File: config.mk
export PLATFORM = sky130hd
export DESIGN_NAME = result_forward_pipe
export DESIGN_NICKNAME = d
export VERILOG_FILES = /design/src/rtl/result_forward_pipe_pkg.sv /design/src/rtl/result_forward_pipe_mem_wait_fsm.sv /design/src/rtl/result_forward_pipe.sv
export SDC_FILE = /design/constraint.sdc
export NUM_CORES = 1
export LEC_CHECK = 0
export CAP_MARGIN = 30
export CORE_MARGIN = 1
export CORE_UTILIZATION = 25
export CTS_CLUSTER_SIZE = 30
export DETAILED_ROUTE_END_ITERATION = 6
export GPL_TIMING_DRIVEN = 0
export SLEW_MARGIN = 10
export SYNTH_ARGS = -nofsm -noshare
export SYNTH_HDL_FRONTEND = slang
export SYNTH_SLANG_ARGS = --single-unit
File: constraint.sdc
create_clock -name clk -period 1.55 [get_ports clk]
set_clock_uncertainty 0.05 [all_clocks]
set_input_delay 0.155 -clock clk [delete_from_list [all_inputs] [get_ports clk]]
set_output_delay 0.155 -clock clk [all_outputs]
set_load 0.005 [all_outputs]
File: src/rtl/result_forward_pipe_pkg.sv
// Shared definitions for the EX-stage result forwarding pipe: default widths,
// the hard-wired zero register and the memory-wait FSM state encoding.
package result_forward_pipe_pkg;

  localparam int unsigned DW_DEF       = 32;
  localparam int unsigned RW_DEF       = 5;
  localparam int unsigned WAIT_MAX_DEF = 15;

  localparam logic [RW_DEF-1:0] REG_ZERO = '0;

  localparam logic [0:0] ST_RUN  = 1'b0;
  localparam logic [0:0] ST_WAIT = 1'b1;

  // Control flags carried in the EX/MEM register
  typedef struct packed {
    logic regwr;
    logic memacc;
    logic load;
  } mem_ctl_t;

endpackage

File: src/rtl/result_forward_pipe_mem_wait_fsm.sv
// Data-memory wait tracker: RUN/WAIT state, saturating wait counter and the
// sticky mem_err flag raised when a single access waits WAIT_MAX extra cycles.
module result_forward_pipe_mem_wait_fsm
  import result_forward_pipe_pkg::*;
#(
  parameter int unsigned WAIT_MAX = WAIT_MAX_DEF
) (
  input  logic clk,
  input  logic rst,
  input  logic mem_stall,
  output logic mem_err
);

  localparam int unsigned CW = (WAIT_MAX < 1) ? 1 : $clog2(WAIT_MAX + 1);

  logic [0:0]    state, state_nx;
  logic [CW-1:0] cnt, cnt_nx;
  logic          err_nx;

  // State, counter and error registers
  always_ff @(posedge clk) begin
    if (rst) begin
      state   <= ST_RUN;
      cnt     <= '0;
      mem_err <= 1'b0;
    end else begin
      state   <= state_nx;
      cnt     <= cnt_nx;
      mem_err <= err_nx;
    end
  end

  // Next state; the stalled access only completes when memory becomes ready
  always_comb begin
    state_nx = state;
    cnt_nx   = cnt;
    err_nx   = mem_err;
    case (state)
      ST_RUN: begin
        cnt_nx = '0;
        if (mem_stall) state_nx = ST_WAIT;
      end
      ST_WAIT: begin
        if (!mem_stall) begin
          state_nx = ST_RUN;
          cnt_nx   = '0;
        end else begin
          if (cnt != CW'(WAIT_MAX)) cnt_nx = cnt + CW'(1);
          if (cnt_nx == CW'(WAIT_MAX)) err_nx = 1'b1;
        end
      end
      default: begin
        state_nx = ST_RUN;
        cnt_nx   = '0;
      end
    endcase
  end

endmodule

File: src/rtl/result_forward_pipe.sv
// EX/MEM and MEM/WB result registers feeding the forwarding network and the
// register-file write port, plus load-use and memory-wait stall generation.
// Optional build macro STALL_CNT_EN adds a wrapping stall-cycle counter;
// without it stall_cycles is tied to zero.
module result_forward_pipe
  import result_forward_pipe_pkg::*;
#(
  parameter int unsigned DW       = DW_DEF,
  parameter int unsigned RW       = RW_DEF,
  parameter int unsigned WAIT_MAX = WAIT_MAX_DEF
) (
  input  logic          clk,
  input  logic          rst,
  input  logic          ex_valid,
  input  logic [RW-1:0] ex_rw,
  input  logic          ex_regwr,
  input  logic          ex_memtoreg,
  input  logic          ex_memwr,
  input  logic [DW-1:0] ex_alures,
  input  logic [RW-1:0] id_rs,
  input  logic [RW-1:0] id_rt,
  input  logic          id_uses_rt,
  input  logic          mem_ready,
  input  logic [DW-1:0] mem_rdata,
  output logic [RW-1:0] Mem_Rw,
  output logic          Mem_RegWr,
  output logic [DW-1:0] Mem_ALUres,
  output logic          Mem_MemAcc,
  output logic [RW-1:0] Wr_Rw,
  output logic          Wr_RegWr,
  output logic [DW-1:0] Wr_res,
  output logic          load_use_stall,
  output logic          pipe_stall,
  output logic          mem_err,
  output logic [31:0]   stall_cycles
);

  mem_ctl_t ex_ctl, mem_ctl;
  logic     mem_stall;
  logic     ex_nz;
  logic     rw_hit;

  assign ex_nz      = (ex_rw != RW'(REG_ZERO));
  assign Mem_RegWr  = mem_ctl.regwr;
  assign Mem_MemAcc = mem_ctl.memacc;
  assign mem_stall  = mem_ctl.memacc & ~mem_ready;
  assign pipe_stall = mem_stall;

  // Load in EX whose destination is read by ID; the memory freeze wins
  assign rw_hit         = (ex_rw == id_rs) | (id_uses_rt & (ex_rw == id_rt));
  assign load_use_stall = ~mem_stall & ex_valid & ex_memtoreg & ex_regwr & ex_nz & rw_hit;

  // EX control flags qualified by valid; writes to $0 are dropped here
  always_comb begin
    ex_ctl        = '0;
    ex_ctl.regwr  = ex_valid & ex_regwr & ex_nz;
    ex_ctl.memacc = ex_valid & (ex_memtoreg | ex_memwr);
    ex_ctl.load   = ex_valid & ex_memtoreg;
  end

  // EX/MEM register, frozen while memory is busy
  always_ff @(posedge clk) begin
    if (rst) begin
      Mem_Rw     <= '0;
      Mem_ALUres <= '0;
      mem_ctl    <= '0;
    end else if (!mem_stall) begin
      Mem_Rw     <= ex_rw;
      Mem_ALUres <= ex_alures;
      mem_ctl    <= ex_ctl;
    end
  end

  // MEM/WB register; a memory wait sends a bubble into WB
  always_ff @(posedge clk) begin
    if (rst) begin
      Wr_Rw    <= '0;
      Wr_RegWr <= 1'b0;
      Wr_res   <= '0;
    end else if (!mem_stall) begin
      Wr_Rw    <= Mem_Rw;
      Wr_RegWr <= mem_ctl.regwr;
      Wr_res   <= mem_ctl.load ? mem_rdata : Mem_ALUres;
    end else begin
      Wr_RegWr <= 1'b0;
    end
  end

  result_forward_pipe_mem_wait_fsm #(
    .WAIT_MAX (WAIT_MAX)
  ) u_mem_wait_fsm (
    .clk       (clk),
    .rst       (rst),
    .mem_stall (mem_stall),
    .mem_err   (mem_err)
  );

`ifdef STALL_CNT_EN
  logic [31:0] stall_cnt;

  // Wrapping count of every frozen front-end cycle
  always_ff @(posedge clk) begin
    if (rst) stall_cnt <= '0;
    else if (load_use_stall | pipe_stall) stall_cnt <= stall_cnt + 32'd1;
  end

  assign stall_cycles = stall_cnt;
`else
  assign stall_cycles = '0;
`endif

endmodule

* After elaboration in Yosys (flattened, before gate mapping)
Cells that the tools add are included. W data, S select, Z words.
Storage, ports and cells: input bits 87, memory bits (writable) 0, memory bits (read-only) 0, memories 0, bits in registers 84, bits in latches 0, output and inout bits 112
Cells by class: eq/ne operators 4, shift-type cells 0, reductions and logical operators 3, $mul 0, bitwise operators 16, add/sub/neg operators 1, muxes and demuxes 7, magnitude comparators 0, divide/modulo/power cells 0
Operators by type and width (count):
- $mux W32 | 1
- $mux W4 | 4
- $and A1 B1 Y1 | 11
- $eq A5 B5 Y1 | 2
- $pmux W4 S2 | 1
- $reduce_bool A5 Y1 | 1
- $add A4 B1 Y4 const B | 1
- $eq A4 B4 Y1 const B | 1
- $ne A4 B4 Y1 const B | 1
- $not A1 Y1 | 3
- $reduce_and A3 Y1 | 1
- $or A1 B1 Y1 | 2
- $reduce_or A2 Y1 | 1
- $mux W1 | 1

* Depth between registers and ports, before layout
depth in word-level cells 8, gate-level depth with buffers 5, mapped depth without buffers 5

* Hierarchy
Synthesis repeated with hierarchy kept, for this count alone.
Unflattened totals: cell total of the unflattened synthesis 418, area, all modules 3618.5 sq um
Modules (own cells, without submodules):
- result_forward_pipe | area each 3360.7 sq um, sequential area each 1561.5 sq um, cells each 392, times used 1
- result_forward_pipe_mem_wait_fsm | area each 257.7 sq um, sequential area each 120.1 sq um, cells each 26, times used 1

* Worst setup path after synthesis
OpenSTA, ideal clock, no wires.
path type flip-flop to flip-flop, start point reg u_mem_wait_fsm.cnt[0], end point reg u_mem_wait_fsm.mem_err, library setup time 92 ps, cell stages (with the launch flop) 6, arrival time 1202 ps, buffers on the path 0, path slack 206 ps, cell sequence dfxtp_1 -> ha_1 -> nand2_1 -> mux2_2 -> nand2_1 -> o32ai_1
Between the ends: longest elaborated chain between the ends 6
RTL lines:
- start, declared | RTL line result_forward_pipe_mem_wait_fsm.sv:17 | logic [CW-1:0] cnt, cnt_nx;
- start signal, assigned | RTL line result_forward_pipe_mem_wait_fsm.sv:28 | cnt <= cnt_nx;
- $add A4 B1 Y4 / $ne A4 B4 Y1 (equally long branches) | RTL line result_forward_pipe_mem_wait_fsm.sv:48 | if (cnt != CW'(WAIT_MAX)) cnt_nx = cnt + CW'(1);
- $mux W4 * | RTL line result_forward_pipe_mem_wait_fsm.sv:48
- $mux W4 * | RTL line result_forward_pipe_mem_wait_fsm.sv:44 | if (!mem_stall) begin
- $mux W4 * | RTL line result_forward_pipe_mem_wait_fsm.sv:38 | case (state)
- $eq A4 B4 Y1 * | RTL line result_forward_pipe_mem_wait_fsm.sv:49 | if (cnt_nx == CW'(WAIT_MAX)) err_nx = 1'b1;
- $reduce_and A3 Y1 (no source line) *
- end signal, assigned | RTL line result_forward_pipe_mem_wait_fsm.sv:29 | mem_err <= err_nx;
- end, declared | RTL line result_forward_pipe_mem_wait_fsm.sv:11 | output logic mem_err
Every way passes the cells marked *; elsewhere a longest branch is shown, timed or not. The select of a mux whose other input is x is not followed. A chain may end at the register's enable or synchronous reset.

* Final worst setup path
start point in id_rt[3], end point out load_use_stall
Between the ends: longest elaborated chain between the ends 4
RTL lines:
- start, declared | RTL line result_forward_pipe.sv:21 | input logic [RW-1:0] id_rt,
- $eq A5 B5 Y1 | RTL line result_forward_pipe.sv:50 | assign rw_hit = (ex_rw == id_rs) | (id_uses_rt & (ex_rw == id_rt));
- $and A1 B1 Y1 | RTL line result_forward_pipe.sv:50
- $or A1 B1 Y1 | RTL line result_forward_pipe.sv:50
- $and A1 B1 Y1 | RTL line result_forward_pipe.sv:51 | assign load_use_stall = ~mem_stall & ex_valid & ex_memtoreg & ex_regwr & ex_nz & rw_hit;
- end, declared | RTL line result_forward_pipe.sv:32 | output logic load_use_stall,
Every way passes these cells.

==> impl_metrics.yaml <==
sta:
  finalHoldViolations: 0
  setup_viol: 0
  fin_crit_sh_pct: 98.6
  rsz0062_at_grt: "true"
  setup_tns_ns: 0
  slew_violations: 0
  relSlewSlack_pct: 62.7
  fin_crit_ns: 1.53
  hold_slack_ns: 0.0692
  tightest_slew_ns: 0.560
  fmax_ghz: 0.654
  final.setup.worst_slack_ns: 0.0212
logic_synthesis:
  ys_async_sr_fraction_pct: 0
  synth_edf_count: 0
  synth-seq-area-share_pct: 46.4
  yosys.area_share.simple_pct: 15.9
  synthTopCellsByArea: "dfxtp_1 (46%), nand2_1 (9.4%), mux2i_1 (9.1%)"
  synth_fa_ha_area_share_pct: 0.345
  postSynthAreaPerCell_um2: 8.62
  ys_types: 29
  synth_compound_area_share_pct: 14.1
  muxShareOfSynthArea_pct: 9.42
  synth_top_area_share_pct: 46.4
  netlist_area_um2: 3630
  yosys_warnings: 0
  synth_top_family_by_area: "simple AND/OR/NAND/NOR gates"
  synth_ff_type: "dfxtp_1"
  synth-xor-area-share_pct: 2.90
  syn_inst: 421
  synth_seq_cells: 84
  synth.most_common_cell: "nand2_1"
  synth_commonest_cells: "nand2_1 (91), dfxtp_1 (84), a21oi_1 (46)"
  synth_area_leader_cell: "dfxtp_1"
place:
  placedInstanceArea_um2: 5620
  dpl.hpwl_mm: 8.76
  dpl_worst_slack_ns: -0.754
  placedCellCount: 797
  port_buffers: 165
  gp_congestion: 0.747
detailed_routing:
  viasPerCell: 4.30
  drt_iter0_markers: 93
  wl_per_cell_um: 14.2
  dr.pass1.iters: 4
  finalWirelength_mm: 11.6
  drc_errors: 0
  postRouteAntennaNets: 0
  vias: 3514
global_route:
  grt_start_max_net_pins: 14
  grt_overflow: 0
  use_met2_pct: 26.3
  met3_usage_pct: 3.39
  track_usage_pct: 15.3
  use_met1_pct: 18.4
  grt_pass1_vias: 3381
  busiest_layer: "met2"
  antenna_found_initial: 0
  grt_pass1_wl_mm: 17.3
clock_tree:
  cts-hold-fix-buffers: 0
  cts_tree: "yes"
  clock_sinks: 84
  clockRootBuffer: "clkbuf_16"
  cts_max_path_buffers: 2
  htreeDepth: 3
  cts.clk_slew.worst_paths_ns: 0.06
  numCtsBuffers: 9
  clk_latency_ns: 0.34
finish:
  final_area_um2: 5960
  fin_cells: 817
  antenna_cells: 0
  syn2layout_area_growth_pct: 64.3
  nNetsFinal: 720
  drive_gt1_share_pct: 13.7
worst_hold_path:
  hp-class: "in2reg"
  min_from: "rst"
die:
  coreArea_um2: 14000
  die_h_um: 122
  die_w_um: 122
  die_area_um2: 15000
  initial_utilization_pct: 25.8
  io_pins: 199
  row_count: 43
critical_path:
  crit_slowest_cell: "nor4_2"
  critPathLaunch: "id_rt[3]"
  r2r_slack_ns: 0.14
  crit_type: "in2out"
  critPathBufInv: 2
  slowest_delay_ns: 0.27
  cp_data_required_time_ns: 1.34
  arrival_ns: 1.32
  cp_max_fo: 1
  critPathTopFamily: "simple AND/OR/NAND/NOR gates"
  start_kind: "input pin"
  cp-end-kind: "output pin"
  r2r_start: "Mem_MemAcc"
  crit_path_cell_trace: "dlygate4sd2_1, xor2_1, nor4_2, nand3_1, a211oi_2, buf_2"
status:
  status: "finished clean"
flow_run:
  cap_viol_max_count: 0
pwr:
  power.density_nw_per_um2: 892
  ir_drop_mv: 0.456
  leakage_uw: 0.00246
worst paths after layout:
path,endpoint,cells after the start
setup / recovery,load_use_stall,6
hold / removal,u_mem_wait_fsm.state,2
setup reg to reg,Mem_ALUres[12],7
hold reg to reg,Wr_Rw[0],2
state kept, by name (all words and copies together) (netlist names):
| register | flops |
|---|---|
| Mem_MemAcc | 1 |
| u_mem_wait_fsm.mem_err | 1 |
| Wr_Rw | 5 |
| mem_ctl | 1 |
| Mem_RegWr | 1 |
| Mem_ALUres | 32 |
| Mem_Rw | 5 |
| Wr_res | 32 |
| Wr_RegWr | 1 |
| u_mem_wait_fsm.state | 1 |
| u_mem_wait_fsm.cnt | 4 |
metrics by stage:
stage	util (%)	total power, µW
floorplan	-	2800
global placement	40.0	3380
detailed placement	40.0	3390
CTS	42.2	5370
global route	42.4	5590
finish	42.4	5320
cell usage in the layout (no fill, tap or decap), types with 5 or more instances in the layout:
cell type / Yosys / routed
clkbuf_16: 0 / 9
clkdlybuf4s50_1: 0 / 152
xor2_1: 7 / 6
conb_1: 1 / 32
mux2i_1: 33 / 33
a21oi_1: 46 / 46
nor2_1: 38 / 38
clkbuf_1: 8 / 10
xnor2_1: 5 / 5
nand2_1: 91 / 91
dfxtp_1: 84 / 82
buf_2: 16 / 15
buf_4: 35 / 39
a211oi_1: 33 / 33
repair_timing:
item	4_1_cts	5_1_grt
gates resized for setup	24	18
pin swaps	4	4
setup endpoints to repair	2	3
endpoints found under the hold margin	0	0
setup buffers	2	2
kinds of logic (layout without fill, tap and decap cells):
| logic type | count (synthesis) | in the layout |
|---|---|---|
| simple gates | 143 | 143 |
| flops | 84 | 84 |
| compound gates | 83 | 83 |
| buf+inv | 63 | 248 |
| mux | 34 | 34 |
| xor+xnor | 12 | 12 |
| fa+ha+maj | 1 | 1 |
| other cells | 1 | 32 |
report_power, final:
part | switching, µW | internal, µW
clock | 883 | 1080
sequential | 87.0 | 2300
combinational | 373 | 602
metal layers:
layer	vias up	wire, µm
met1	1607	5000
met2	115	5700
li1	1780	-
met4	0	179
met5	-	0
met3	12	726
layout make-up:
cell class	instances	area, µm²
Clock inverter	5	28.8
Buffer	61	413
Tap cell	180	225
Inverter	2	15.0
Fill cell	1422	8080
Multi-Input combinational cell	305	1700
Sequential cell	84	1680
Timing Repair Buffer	169	1660
Clock buffer	11	233
No activity file was read; power rests on OpenSTA's default activity.
